[src/rtl/spi_pkg.sv]
// rtl/spi_pkg.sv - shared SPI mode encodings, FSM state type and edge-role helper
package spi_pkg;

    typedef enum logic [1:0] {
        SPI_MODE0 = 2'd0,
        SPI_MODE1 = 2'd1,
        SPI_MODE2 = 2'd2,
        SPI_MODE3 = 2'd3
    } spi_mode_e;

    typedef enum logic {
        ST_IDLE   = 1'b0,
        ST_ACTIVE = 1'b1
    } spi_state_e;

    // An sclk transition is a leading edge when it leaves the idle level set by CPOL.
    function automatic logic is_lead(input logic new_level, input logic cpol);
        return new_level != cpol;
    endfunction

endpackage

[src/rtl/spi_sync_edge.sv]
// rtl/spi_sync_edge.sv - multi-stage synchroniser with rise/fall pulses on the synced level
module spi_sync_edge #(
    parameter int STAGES    = 2,
    parameter bit RESET_VAL = 1'b0
) (
    input  logic clk,
    input  logic rst,
    input  logic din,
    output logic sync,
    output logic rise,
    output logic fall
);

    logic [STAGES-1:0] q;
    logic              prev;

    always_ff @(posedge clk) begin
        if (rst) begin
            q    <= {STAGES{RESET_VAL}};
            prev <= RESET_VAL;
        end else begin
            q    <= {q[STAGES-2:0], din};
            prev <= q[STAGES-1];
        end
    end

    assign sync = q[STAGES-1];
    assign rise = q[STAGES-1] & ~prev;
    assign fall = ~q[STAGES-1] & prev;

endmodule

[src/rtl/spi_slave_sync.sv]
// rtl/spi_slave_sync.sv - SPI target sampled entirely in the system clock domain
module spi_slave_sync
    import spi_pkg::*;
#(
    parameter int               WIDTH       = 8,
    parameter bit               CPOL        = 1'b0,
    parameter bit               CPHA        = 1'b0,
    parameter bit               MSB_FIRST   = 1'b1,
    parameter int               SYNC_STAGES = 2,
    parameter logic [WIDTH-1:0] FILL        = '0
) (
    input  logic             clk,
    input  logic             rst,
    input  logic             sclk,
    input  logic             cs_n,
    input  logic             mosi,
    output logic             miso,
    output logic             miso_oe,
    input  logic [WIDTH-1:0] tx_data,
    input  logic             tx_valid,
    output logic             tx_ready,
    output logic [WIDTH-1:0] rx_data,
    output logic             rx_valid,
    input  logic             rx_ready,
    output logic             rx_overrun,
    output logic             tx_underrun,
    output logic             frame_abort
);

    localparam int CW = $clog2(WIDTH);

    spi_state_e             state;
    logic [CW-1:0]          bit_cnt;
    logic [WIDTH-1:0]       rx_shift, rx_word, rx_next;
    logic [WIDTH-1:0]       tx_shift, hold_data, load_word;
    logic                   hold_full, load_pend, deliver, load_now, wr;
    logic                   sclk_s, sclk_rise, sclk_fall, sclk_edge;
    logic                   cs_s, cs_rise, cs_fall;
    logic                   lead, trail, sample_edge, shift_edge, mosi_s;
    logic [SYNC_STAGES-1:0] mosi_q;

    function automatic logic head(input logic [WIDTH-1:0] w);
        return MSB_FIRST ? w[WIDTH-1] : w[0];
    endfunction

    function automatic logic [WIDTH-1:0] advance(input logic [WIDTH-1:0] w);
        return MSB_FIRST ? (w << 1) : (w >> 1);
    endfunction

    spi_sync_edge #(.STAGES(SYNC_STAGES), .RESET_VAL(CPOL)) u_sclk_sync (
        .clk(clk), .rst(rst), .din(sclk), .sync(sclk_s), .rise(sclk_rise), .fall(sclk_fall)
    );

    spi_sync_edge #(.STAGES(SYNC_STAGES), .RESET_VAL(1'b1)) u_cs_sync (
        .clk(clk), .rst(rst), .din(cs_n), .sync(cs_s), .rise(cs_rise), .fall(cs_fall)
    );

    // mosi shares the sclk synchroniser depth so data and edge stay aligned.
    always_ff @(posedge clk) begin
        if (rst) mosi_q <= '0;
        else     mosi_q <= {mosi_q[SYNC_STAGES-2:0], mosi};
    end

    assign mosi_s      = mosi_q[SYNC_STAGES-1];
    assign sclk_edge   = sclk_rise | sclk_fall;
    assign lead        = sclk_edge & is_lead(sclk_s, CPOL);
    assign trail       = sclk_edge & ~is_lead(sclk_s, CPOL);
    assign sample_edge = CPHA ? trail : lead;
    assign shift_edge  = CPHA ? lead : trail;
    assign miso_oe     = ~cs_s;
    assign wr          = tx_valid & tx_ready;
    assign load_word   = hold_full ? hold_data : FILL;
    assign rx_next     = MSB_FIRST ? {rx_shift[WIDTH-2:0], mosi_s} : {mosi_s, rx_shift[WIDTH-1:1]};
    assign load_now    = (state == ST_IDLE && cs_fall) ||
                         (state == ST_ACTIVE && !cs_rise && shift_edge && load_pend);

    always_ff @(posedge clk) begin
        if (rst) begin
            state       <= ST_IDLE;
            bit_cnt     <= '0;
            rx_shift    <= '0;
            rx_word     <= '0;
            rx_data     <= '0;
            rx_valid    <= 1'b0;
            tx_shift    <= '0;
            hold_data   <= '0;
            hold_full   <= 1'b0;
            tx_ready    <= 1'b0;
            load_pend   <= 1'b0;
            deliver     <= 1'b0;
            miso        <= 1'b0;
            rx_overrun  <= 1'b0;
            tx_underrun <= 1'b0;
            frame_abort <= 1'b0;
        end else begin
            rx_overrun  <= 1'b0;
            frame_abort <= 1'b0;
            deliver     <= 1'b0;
            tx_underrun <= load_now && !hold_full;

            if (wr) begin
                hold_data <= tx_data;
                hold_full <= 1'b1;
            end else if (load_now) begin
                hold_full <= 1'b0;
            end
            tx_ready <= !(wr || (hold_full && !load_now));

            if (deliver) begin
                if (rx_valid && !rx_ready) begin
                    rx_overrun <= 1'b1;
                end else begin
                    rx_data  <= rx_word;
                    rx_valid <= 1'b1;
                end
            end else if (rx_valid && rx_ready) begin
                rx_valid <= 1'b0;
            end

            case (state)
                ST_IDLE: begin
                    if (cs_fall) begin
                        state     <= ST_ACTIVE;
                        bit_cnt   <= '0;
                        load_pend <= 1'b0;
                        // CPHA=1 holds the first bit back until the first leading edge.
                        if (!CPHA) begin
                            tx_shift <= advance(load_word);
                            miso     <= head(load_word);
                        end else begin
                            tx_shift <= load_word;
                        end
                    end
                end
                ST_ACTIVE: begin
                    if (cs_rise) begin
                        state       <= ST_IDLE;
                        bit_cnt     <= '0;
                        load_pend   <= 1'b0;
                        miso        <= 1'b0;
                        frame_abort <= (bit_cnt != '0);
                    end else begin
                        if (sample_edge) begin
                            rx_shift <= rx_next;
                            if (bit_cnt == CW'(WIDTH - 1)) begin
                                bit_cnt   <= '0;
                                rx_word   <= rx_next;
                                deliver   <= 1'b1;
                                load_pend <= 1'b1;
                            end else begin
                                bit_cnt <= bit_cnt + 1'b1;
                            end
                        end
                        if (shift_edge) begin
                            if (load_pend) begin
                                tx_shift  <= advance(load_word);
                                miso      <= head(load_word);
                                load_pend <= 1'b0;
                            end else begin
                                tx_shift <= advance(tx_shift);
                                miso     <= head(tx_shift);
                            end
                        end
                    end
                end
                default: state <= ST_IDLE;
            endcase
        end
    end

endmodule
[config.mk]
export PLATFORM = sky130hd
export DESIGN_NAME = spi_slave_sync
export DESIGN_NICKNAME = d
export VERILOG_FILES = /design/src/rtl/spi_pkg.sv /design/src/rtl/spi_sync_edge.sv /design/src/rtl/spi_slave_sync.sv
export SDC_FILE = /design/constraint.sdc
export NUM_CORES = 1
export LEC_CHECK = 0
export ABC_AREA = 0
export ABC_CLOCK_PERIOD_IN_PS = 3300
export BUFFER_PORTS_ARGS = -buffer_cell sky130_fd_sc_hd__buf_2
export CORE_UTILIZATION = 40
export CTS_CLUSTER_DIAMETER = 200
export DETAILED_ROUTE_END_ITERATION = 7
export GPL_TIMING_DRIVEN = 0
export PLACE_DENSITY_LB_ADDON = 0.15
export SYNTH_ARGS = -nofsm -noshare
export SYNTH_HDL_FRONTEND = slang
export SYNTH_SLANG_ARGS = --single-unit
[constraint.sdc]
create_clock -name clk -period 3.3 [get_ports clk]
set_input_delay 0.165 -clock clk [delete_from_list [all_inputs] [get_ports clk]]
set_output_delay 0.165 -clock clk [all_outputs]
set_load 0.01 [all_outputs]
==> flow_summary.ini <==
[timing]
finalClockSkew_ps = 7.71
period_needed_ps = 1600
whs_ps = 37.4
setup_viol = 0
tightest_slew_ps = 605
hold_viol = 0
final.period_utilization_pct = 48.5
setup-tns-final_ps = 0
max_clock_freq_mhz = 624
rsz0062_at_grt = false
slew_viol_final = 0
relSlewSlack_pct = 59.6

[clock_network]
tritoncts = yes
cts_root_buffer = clkbuf_8
cts_hold_buf = 0
clock_sinks = 59
cts_buffer_depth = 2
cts_made_buffers = 9
postCtsSetupRepairBufs = 0
h-tree-depth = 3
clk_pin_slew_ps = 70
cts-resized-gates = 0
clock_latency_ps = 330

[die]
ios = 30
die_h_um = 77.4
rows = 27
initial_core_util_pct = 41.3
core_um2 = 5510
die_x_um = 77.4
dieArea_um2 = 5990

[critical_path]
crit_end = tx_shift[5]
reg2reg_to = tx_shift[5]
path_common_cell = buf_6
ff2ff_path_depth = 7
cp.depth = 7
critPathArrivalTime_ps = 1840
slowest_delay_ps = 390
crit_path_end_kind = flop
cp_cell_sequence = buf_6 > or3b_4 > buf_6 > o31ai_4 > buf_12 > nor2_2 > a311oi_2
critPathTopFamily = buffers and inverters
start_kind = flop
path_buf_inv = 3
crit_slowest_cell = or3b_4
critPathLaunch = state
r2r_start = state
critPathRequiredTime_ps = 3540
cp_max_fo = 10
crit_type = reg -> reg
r2r_slack_ps = 1700

[drt]
vias = 1713
antenna_left = 0
drt_iter0_drc = 61
drt_first_pass_iters = 4
wl_per_cell_um = 12.2
vias_per_cell = 4.76
routed_wl_um = 4390
drc_errors = 0

[final_layout]
area_growth_pct = 22.9
final_util_pct = 50.7
n_antenna_cell = 0
final_area_um2 = 2790
drive_gt1_share_pct = 22.9
fin_nets = 301

[synthesis]
synth_common_cells = dfxtp_1, nand2_1, nor2_1, a21oi_1, mux2i_1
synth_top_area_share_pct = 52.0
syn_area_um2 = 2270
ys_ff_latch = 59
synth_most_common_cell = dfxtp_1
ys_seq_area_share_pct = 52.0
syn_inst = 242
yosysWarnings = 0
syn_area_per_cell_um2 = 9.39
syn-num-nets = 260
synth_top_flop_cell = dfxtp_1
synthArstFlopShare_pct = 0
yosysTopAreaCell = dfxtp_1
synth_cell_types = 40
synth_enable_flop_cells = 0
synth.area.top_cells = dfxtp_1, mux2i_1, nand2_1

[run_status]
status = finished clean

[power]
p_leak_nw = 1.19
finalPower_mw = 1.72
powerDensity_nw_per_um2 = 614
ir_drop_uv = 312

[placed_design]
dp_hpwl_um = 2930
place_congestion = 0.749
portBuffers = 29
placed_cell_area_um2 = 2510

[global_route]
grt_pass1_vias = 1486
grt_usage_pct = 16.1
grt_max_degree = 11
grt_pass1_wl_um = 7250
gr-total-overflow = 0
grt_antenna_before_repair = 0

[min_path]
hold_path.class = in -> reg

[run]
drv_cap = 0
-- metal layers --
layer  global-route usage (%)  up-vias  wire, µm
met2                     20.5       32      1700
met1                     23.8      767      2430
li1                         -      906         -
met5                        0        -         0
met3                     6.00        8       180
met4                     6.79        0        79
-- cell usage in the layout (no fill, tap or decap), drive strengths merged, types with 2 or more instances in the layout --
| cell type | synthesis | final |
|---|---|---|
| dfxtp | 59 | 59 |
| nand2 | 41 | 41 |
| buf | 7 | 36 |
| nor2 | 29 | 29 |
| a21oi | 21 | 21 |
| clkbuf | 6 | 18 |
| mux2i | 16 | 16 |
| nand3 | 10 | 10 |
| inv | 8 | 8 |
| nor2b | 7 | 7 |
| a311oi | 6 | 6 |
| bufinv | 0 | 4 |
| or2 | 3 | 3 |
| nand4 | 3 | 3 |
| ha | 3 | 3 |
| nand2b | 2 | 2 |
| a32oi | 2 | 2 |
| nor3 | 2 | 2 |
| o21ai | 2 | 2 |
| and3 | 2 | 2 |
-- registers in the layout (all words and copies together), names as in the netlist, 3 cells and up --
signal     flops
hold_data      8
rx_data        8
rx_word        8
rx_shift       7
tx_shift       7
bit_cnt        3
-- worst min-delay path by stage --
stage                       end  slack [ps]  startpoint  cells after the start
2_1_floorplan        rx_overrun         240    rx_ready                      1
3_3_place_gp     u_cs_sync.q[0]         350        cs_n                      2
3_5_place_dp     u_cs_sync.q[0]         350        cs_n                      2
6_report       u_sclk_sync.q[0]          40        sclk                      2
4_1_cts          u_cs_sync.q[0]         0.4        cs_n                      2
5_1_grt              rx_overrun          20    rx_ready                      2
-- cell families (layout without fill, tap and decap cells) --
kind of cell             Yosys count  after routing  synth area share (%)
buffers and inverters             21             67                  5.40
AND/OR/NAND/NOR                  104            104                  21.1
flip-flops                        59             59                  52.0
multiplexers                      16             16                  7.05
AO/OA/AOI/OAI                     39             39                  12.8
adder cells (fa/ha/maj)            3              3                  1.65
-- stage by stage --
stage | std cells | setup WS, ps
final | 360 | 1700
after global routing | 360 | 1580
after CTS | 359 | 1710
after detailed placement | 343 | 1730
after global placement | 343 | 1740
after floorplan | 242 | 1810
-- where the power goes --
group          switching, mW  total (mW)  internal [mW]
combinational         0.0471      0.0806         0.0334
clock                  0.278       0.898          0.620
sequential           0.00879       0.737          0.728
total                  0.334        1.72           1.38
-- area by class of cell --
type                       count  area, µm²
timing repair buffer          30        155
buffer                        13       92.6
tap                           72       90.1
sequential                    59       1180
clock inverter                 4        120
clock buffer                  12        155
multi-input combinational    162        968
inverter                       8       30.0
fill                         539       2710
No activity file was read; power rests on OpenSTA's default activity.
